**src/rtl/pulpino_ext_mailbox_if.sv**
```systemverilog
// APB bus bundle for the PULPino-side host mailbox.
interface pulpino_ext_mailbox_if #(
  parameter int pAPB_ADDR_WIDTH = 12
);
  logic [pAPB_ADDR_WIDTH-1:0] paddr;
  logic                       psel;
  logic                       penable;
  logic                       pwrite;
  logic [31:0]                pwdata;
  logic [31:0]                prdata;
  logic                       pready;
  logic                       pslverr;

  modport master (
    output paddr, psel, penable, pwrite, pwdata,
    input  prdata, pready, pslverr
  );

  modport slave (
    input  paddr, psel, penable, pwrite, pwdata,
    output prdata, pready, pslverr
  );
endinterface

```
**src/rtl/pulpino_ext_mailbox.sv**
```systemverilog
// PULPino-side host mailbox: APB slave with an RX FIFO filled by host strobes,
// TX data/flags registers driven back to the host, and synchronized host flags.
// Optional macro MAILBOX_IRQ_EN builds the IRQ_EN register and the registered
// level interrupt; without it irq_o is tied low and IRQ_EN reads as zero.
module pulpino_ext_mailbox #(
  parameter int pFIFO_DEPTH     = 4,
  parameter int pAPB_ADDR_WIDTH = 12
) (
  input  logic                 clk,
  input  logic                 rst_n,
  pulpino_ext_mailbox_if.slave apb,
  input  logic [31:0]          ext_data_i,
  input  logic [31:0]          ext_flags_i,
  input  logic                 ext_strobe_i,
  output logic [31:0]          pulpino_data_o,
  output logic [31:0]          pulpino_flags_o,
  output logic                 irq_o
);

  localparam int PW = $clog2(pFIFO_DEPTH);
  localparam int CW = PW + 1;

  localparam logic [2:0] REG_RX_DATA  = 3'd0;
  localparam logic [2:0] REG_RX_FLAGS = 3'd1;
  localparam logic [2:0] REG_TX_DATA  = 3'd2;
  localparam logic [2:0] REG_TX_FLAGS = 3'd3;
  localparam logic [2:0] REG_STATUS   = 3'd4;
  localparam logic [2:0] REG_IRQ_EN   = 3'd5;

  logic [pAPB_ADDR_WIDTH-1:0] paddr;
  logic [2:0]                 idx;
  logic                       rd_acc, wr_acc;

  assign paddr  = apb.paddr;
  assign idx    = paddr[4:2];
  assign rd_acc = apb.psel & apb.penable & ~apb.pwrite;
  assign wr_acc = apb.psel & apb.penable &  apb.pwrite;

  // Address bits outside [4:2] are intentionally not decoded.
  logic unused_addr;
  assign unused_addr = ^{paddr[pAPB_ADDR_WIDTH-1:5], paddr[1:0]};

  logic [pFIFO_DEPTH-1:0][31:0] mem_q;
  logic [PW-1:0]                wr_ptr_q, rd_ptr_q;
  logic [CW-1:0]                count_q, count_d;
  logic                         strobe_q;
  logic                         overrun_q, overrun_d;
  logic                         empty, full, push, pop, push_ok;

  assign empty   = (count_q == '0);
  assign full    = (count_q == CW'(pFIFO_DEPTH));
  assign push    = ext_strobe_i & ~strobe_q;
  // A read of an empty FIFO never pops, so empty+push+pop just stores the word.
  assign pop     = rd_acc & (idx == REG_RX_DATA) & ~empty;
  // When full, a same-cycle pop frees the slot the push needs.
  assign push_ok = push & (~full | pop);

  // Next-state for occupancy and the sticky overrun flag (set beats clear).
  always_comb begin
    count_d   = count_q;
    overrun_d = overrun_q;
    case ({push_ok, pop})
      2'b10:   count_d = count_q + 1'b1;
      2'b01:   count_d = count_q - 1'b1;
      default: count_d = count_q;
    endcase
    if (wr_acc && idx == REG_STATUS && apb.pwdata[2]) overrun_d = 1'b0;
    if (push && full && !pop)                         overrun_d = 1'b1;
  end

  // FIFO storage, pointers, strobe edge detector; reset wipes contents too.
  always_ff @(posedge clk or negedge rst_n) begin
    if (!rst_n) begin
      mem_q     <= '0;
      wr_ptr_q  <= '0;
      rd_ptr_q  <= '0;
      count_q   <= '0;
      strobe_q  <= 1'b0;
      overrun_q <= 1'b0;
    end else begin
      strobe_q  <= ext_strobe_i;
      count_q   <= count_d;
      overrun_q <= overrun_d;
      if (push_ok) begin
        mem_q[wr_ptr_q] <= ext_data_i;
        wr_ptr_q        <= wr_ptr_q + 1'b1;
      end
      if (pop) rd_ptr_q <= rd_ptr_q + 1'b1;
    end
  end

  // Two-flop synchronizer for the host flags, which are asynchronous to clk.
  (* ASYNC_REG = "TRUE" *) logic [31:0] flags_meta_q;
  (* ASYNC_REG = "TRUE" *) logic [31:0] flags_sync_q;
  always_ff @(posedge clk or negedge rst_n) begin
    if (!rst_n) begin
      flags_meta_q <= '0;
      flags_sync_q <= '0;
    end else begin
      flags_meta_q <= ext_flags_i;
      flags_sync_q <= flags_meta_q;
    end
  end

  // Firmware-written words returned to the host.
  logic [31:0] tx_data_q, tx_flags_q;
  always_ff @(posedge clk or negedge rst_n) begin
    if (!rst_n) begin
      tx_data_q  <= '0;
      tx_flags_q <= '0;
    end else if (wr_acc) begin
      if (idx == REG_TX_DATA)  tx_data_q  <= apb.pwdata;
      if (idx == REG_TX_FLAGS) tx_flags_q <= apb.pwdata;
    end
  end

  assign pulpino_data_o  = tx_data_q;
  assign pulpino_flags_o = tx_flags_q;

  logic irq_en_rd;
`ifdef MAILBOX_IRQ_EN
  logic irq_en_q, irq_q;
  // Enable bit plus a registered level interrupt for pending RX data.
  always_ff @(posedge clk or negedge rst_n) begin
    if (!rst_n) begin
      irq_en_q <= 1'b0;
      irq_q    <= 1'b0;
    end else begin
      if (wr_acc && idx == REG_IRQ_EN) irq_en_q <= apb.pwdata[0];
      irq_q <= irq_en_q & ~empty;
    end
  end
  assign irq_o     = irq_q;
  assign irq_en_rd = irq_en_q;
`else
  assign irq_o     = 1'b0;
  assign irq_en_rd = 1'b0;
`endif

  // Read mux; holes at 0x18/0x1C read as zero.
  logic [31:0] rdata;
  always_comb begin
    rdata = '0;
    case (idx)
      REG_RX_DATA:  rdata = empty ? 32'd0 : mem_q[rd_ptr_q];
      REG_RX_FLAGS: rdata = flags_sync_q;
      REG_TX_DATA:  rdata = tx_data_q;
      REG_TX_FLAGS: rdata = tx_flags_q;
      REG_STATUS:   rdata = {24'd0, 4'(count_q), 1'b0, overrun_q, full, ~empty};
      REG_IRQ_EN:   rdata = {31'd0, irq_en_rd};
      default:      rdata = '0;
    endcase
  end

  assign apb.prdata  = rd_acc ? rdata : 32'd0;
  assign apb.pready  = 1'b1;
  assign apb.pslverr = apb.psel & apb.penable & (idx > REG_IRQ_EN);

endmodule

```
**src/flat_wrapper.sv**
```systemverilog
// flat-port wrapper written by rule: the top's interface ports become plain ports
module pulpino_ext_mailbox_flat 
#(
  parameter int pFIFO_DEPTH     = 4,
  parameter int pAPB_ADDR_WIDTH = 12
)
  (clk, rst_n, ext_data_i, ext_flags_i, ext_strobe_i, pulpino_data_o, pulpino_flags_o, irq_o, apb_paddr, apb_psel, apb_penable, apb_pwrite, apb_pwdata, apb_prdata, apb_pready, apb_pslverr);
  pulpino_ext_mailbox_if #(.pAPB_ADDR_WIDTH(pAPB_ADDR_WIDTH)) apb_i ();
  input  logic clk;
  input  logic rst_n;
  input  logic [31:0] ext_data_i;
  input  logic [31:0] ext_flags_i;
  input  logic ext_strobe_i;
  output logic [31:0] pulpino_data_o;
  output logic [31:0] pulpino_flags_o;
  output logic irq_o;
  input wire logic [$bits(apb_i.paddr)-1:0] apb_paddr;
  input wire logic [$bits(apb_i.psel)-1:0] apb_psel;
  input wire logic [$bits(apb_i.penable)-1:0] apb_penable;
  input wire logic [$bits(apb_i.pwrite)-1:0] apb_pwrite;
  input wire logic [$bits(apb_i.pwdata)-1:0] apb_pwdata;
  output wire logic [$bits(apb_i.prdata)-1:0] apb_prdata;
  output wire logic [$bits(apb_i.pready)-1:0] apb_pready;
  output wire logic [$bits(apb_i.pslverr)-1:0] apb_pslverr;
  assign apb_i.paddr = apb_paddr;
  assign apb_i.psel = apb_psel;
  assign apb_i.penable = apb_penable;
  assign apb_i.pwrite = apb_pwrite;
  assign apb_i.pwdata = apb_pwdata;
  assign apb_prdata = apb_i.prdata;
  assign apb_pready = apb_i.pready;
  assign apb_pslverr = apb_i.pslverr;
  pulpino_ext_mailbox #(.pFIFO_DEPTH(pFIFO_DEPTH), .pAPB_ADDR_WIDTH(pAPB_ADDR_WIDTH)) u_core (.clk(clk), .rst_n(rst_n), .apb(apb_i), .ext_data_i(ext_data_i), .ext_flags_i(ext_flags_i), .ext_strobe_i(ext_strobe_i), .pulpino_data_o(pulpino_data_o), .pulpino_flags_o(pulpino_flags_o), .irq_o(irq_o));
endmodule
```
**config.mk**
```make
export PLATFORM = sky130hd
export DESIGN_NAME = pulpino_ext_mailbox_flat
export DESIGN_NICKNAME = d
export VERILOG_FILES = /design/src/rtl/pulpino_ext_mailbox_if.sv /design/src/rtl/pulpino_ext_mailbox.sv /design/src/flat_wrapper.sv
export SDC_FILE = /design/constraint.sdc
export NUM_CORES = 1
export LEC_CHECK = 0
export BUFFER_PORTS_ARGS = -buffer_cell sky130_fd_sc_hd__buf_2
export CAP_MARGIN = 20
export CORE_ASPECT_RATIO = 1.75
export CORE_MARGIN = 2
export CORE_UTILIZATION = 50
export CTS_CLUSTER_SIZE = 40
export DETAILED_ROUTE_END_ITERATION = 8
export PLACE_DENSITY = 0.83
export SLEW_MARGIN = 15
export SYNTH_ARGS = -nofsm -noshare
export SYNTH_HDL_FRONTEND = slang
export SYNTH_SLANG_ARGS = --single-unit
```
**constraint.sdc**
```tcl
create_clock -name clk -period 2.9 [get_ports clk]
set_input_delay 0.87 -clock clk [delete_from_list [all_inputs] [get_ports clk]]
set_output_delay 0.87 -clock clk [all_outputs]
set_load 0.03 [all_outputs]
```
==> results.cfg <==
[sta]
slew_headroom_pct = 65.4
final.setup_skew_ps = 20.2
setup_tns_ps = -4480
setup_slack_ps = -276
drv_slew = 0
hold_ws_ps = 304
fmax_ghz = 0.315
finalCriticalPeriod_ps = 3180
fin_crit_sh_pct = 110
hold_viol = 0
worstMarginPinSlew_ps = 519
setup_viol_count_final = 32
rsz0062_at_grt = yes

[floorplanning]
die_w_um = 117
io_pins = 213
die_h_um = 203
core_um2 = 22100
start_util_pct = 51.0
num_rows = 72
fp.dieArea_um2 = 23800

[power_and_ir_drop]
clockPowerShare_pct = 24.3
seqPwrFrac_pct = 40.4
p_comb_share_pct = 35.2
p_int_uw = 9450
p_switching_uw = 4350
powerDensity_nw_per_um2 = 908
sw_frac_of_total_pct = 31.5
max-vdd-ir-drop_uv = 515
power_uw = 13800
leakagePower_uw = 0.00670

[synth]
ys_ff_latch = 265
ys.flop_type = dfrtp_1
avgSynthCellArea_um2 = 15.3
ys_seq_area_share_pct = 58.9
ys.warnings.count = 0
syn-num-nets = 855
synth_cells = 735
synth_edf_count = 0
ys_types = 39
syn_area_um2 = 11300
synthArstFlopShare_pct = 100

[global_route]
antenna_found_initial = 9
grt_pass1_wl_um = 46400
grtUsageTotal_pct = 24.8
grt_pass1_vias = 8093
grt_max_degree = 77
grt.overflow.total = 0

[clocking]
clock-root-buffer = clkbuf_16
h-tree-depth = 1
clk_latency_ps = 520
cts_tree = yes
cts_buffers = 23
numClockSinks = 265
clkTransAtPathRegs_ps = 70
clk_path_buf_depth = 3
postCtsHoldBufs = 0

[layout]
stdcell_area_um2 = 15200
nets = 1099
drive_gt1_share_pct = 66.6
syn_to_final_growth_pct = 35.0

[placed_design]
gp_congestion = 0.806
hpwl_um = 18200
place_area_um2 = 13200
numPortBuffers = 201

[route]
wl_um = 30600
dr.first_iter.drc_count = 472
first_pass_iters = 5
route.detailed.drc = 0
ant_nets = 0
vias_per_cell = 5.70
vias = 7381
drt-wirelength-per-cell_um = 23.6

[critical_path]
r2r-end = u_core.count_q[2]
cp.required_ps = 2030
arrival_ps = 2310
critPathKind = register to primary output
start_kind = register
worstSetupEndpointType = primary output
r2r_cells = 12
r2r-start = u_core.count_q[0]
worstPathMaxFanout = 5
reg2reg_slack_ps = 190

[run_status]
failed_checks = setup timing
run_status = finished with violations

[job]
cap_violations = 0

[worst_hold_path]
min_path_type = input pin to async pin
[metrics by stage]
step | util [%] | worst slack (ps) | cells
3_5_place_dp | 59.6 | -308 | 1224
2_1_floorplan | - | -78.9 | 735
5_1_grt | 68.9 | -304 | 1295
3_3_place_gp | 59.6 | -245 | 1224
6_report | 68.9 | -276 | 1296
4_1_cts | 68.1 | -177 | 1282
[per-layer routing]
layer  GRT usage [%]  wire (um)
met3            4.10       1500
met5               0         21
met1            29.1      11000
met4            10.9       1210
met2            44.6      16800
[registers in the layout, summed over array words and instances (netlist names)]
signal / count
u_core.mem_q: 128
u_core.flags_meta_q: 32
u_core.flags_sync_q: 32
u_core.pulpino_data_o: 32
u_core.pulpino_flags_o: 32
u_core.count_q: 3
u_core.rd_ptr_q: 2
u_core.wr_ptr_q: 2
u_core.overrun_q: 1
u_core.strobe_q: 1
[critical path, cell delays in order (launching register included)]
cell       delay, ps
dfrtp_2          440
buf_4            160
clkbuf_16        150
mux4_2           600
a2bb2oi_4        240
nor2_4            50
buf_6            140
[how the worst max path moves through the flow]
stage / from / end / slack, ps / cells after the start
6_report: u_core.rd_ptr_q[0] / apb_prdata[13] / -280 / 6
5_1_grt: u_core.rd_ptr_q[0] / apb_prdata[13] / -300 / 6
4_1_cts: u_core.rd_ptr_q[0] / apb_prdata[9] / -180 / 6
3_5_place_dp: apb_paddr[2] / apb_prdata[25] / -310 / 7
3_3_place_gp: apb_paddr[2] / apb_prdata[22] / -240 / 7
2_1_floorplan: apb_paddr[2] / apb_prdata[11] / -80 / 6
[kinds of logic (layout without fill, tap and decap cells)]
kind of cell	Yosys count	count (layout)	share of synthesized area, %
xor gates and xnor gates	6	6	0.467
DFF	265	265	58.9
adders and majority gates	6	6	0.733
muxes	258	258	28.9
AOI/OAI and AO/OA	72	72	5.11
other	2	9	0.0667
buffers and inverters	57	315	2.88
and+or+nand+nor	69	69	2.93
[layout make-up]
cell class / instances / area [um2]
Inverter: 6 / 22.5
Clock buffer: 27 / 601
Antenna cell: 7 / 17.5
Tap cell: 296 / 370
Sequential cell: 265 / 6630
Multi-Input combinational cell: 413 / 5230
Fill cell: 1332 / 6870
Timing Repair Buffer: 270 / 2110
Clock inverter: 12 / 218
[power by group through the flow]
stage	Clock (uW)	Combinational, uW	Sequential (uW)
floorplan	0	2580	5710
CTS	3410	4570	5510
finish	3360	4860	5580
global placement	0	3850	5480
global route	3560	5100	5690
detailed placement	0	3960	5580
[cell usage after synthesis (5+ instances only)]
master / instances / area share [%]
mux2i_1: 5 / 0.44
buf_2: 10 / 0.44
a22oi_1: 32 / 2.1
mux2_2: 220 / 22
clkbuf_1: 23 / 0.77
dfrtp_1: 265 / 59
ha_1: 5 / 0.56
a2bb2oi_1: 26 / 2.0
nor2_1: 33 / 1.1
inv_1: 6 / 0.20
nor2b_1: 8 / 0.44
nand2_1: 12 / 0.40
mux4_2: 32 / 6.4
buf_6: 12 / 1.2
[what timing repair did]
action	CTS	global route
setup buffers	15	7
pin swaps	22	22
endpoints found under the hold margin	0	0
cloned	4	3
resized for setup	157	26
endpoints found under the setup margin	32	33
[layout by cell type (no fill, tap or decap), types with 8 or more instances in the layout]
cell type / synthesis / layout
mux2_2: 220 / 220
buf_6: 12 / 37
buf_12: 0 / 18
buf_2: 10 / 166
buf_4: 2 / 39
a22oi_2: 0 / 24
dfrtp_1: 265 / 264
mux4_2: 32 / 32
a2bb2oi_4: 0 / 24
a22oi_1: 32 / 8
nor2_4: 0 / 32
clkbuf_16: 0 / 25
(Power assumes the default switching activity.)
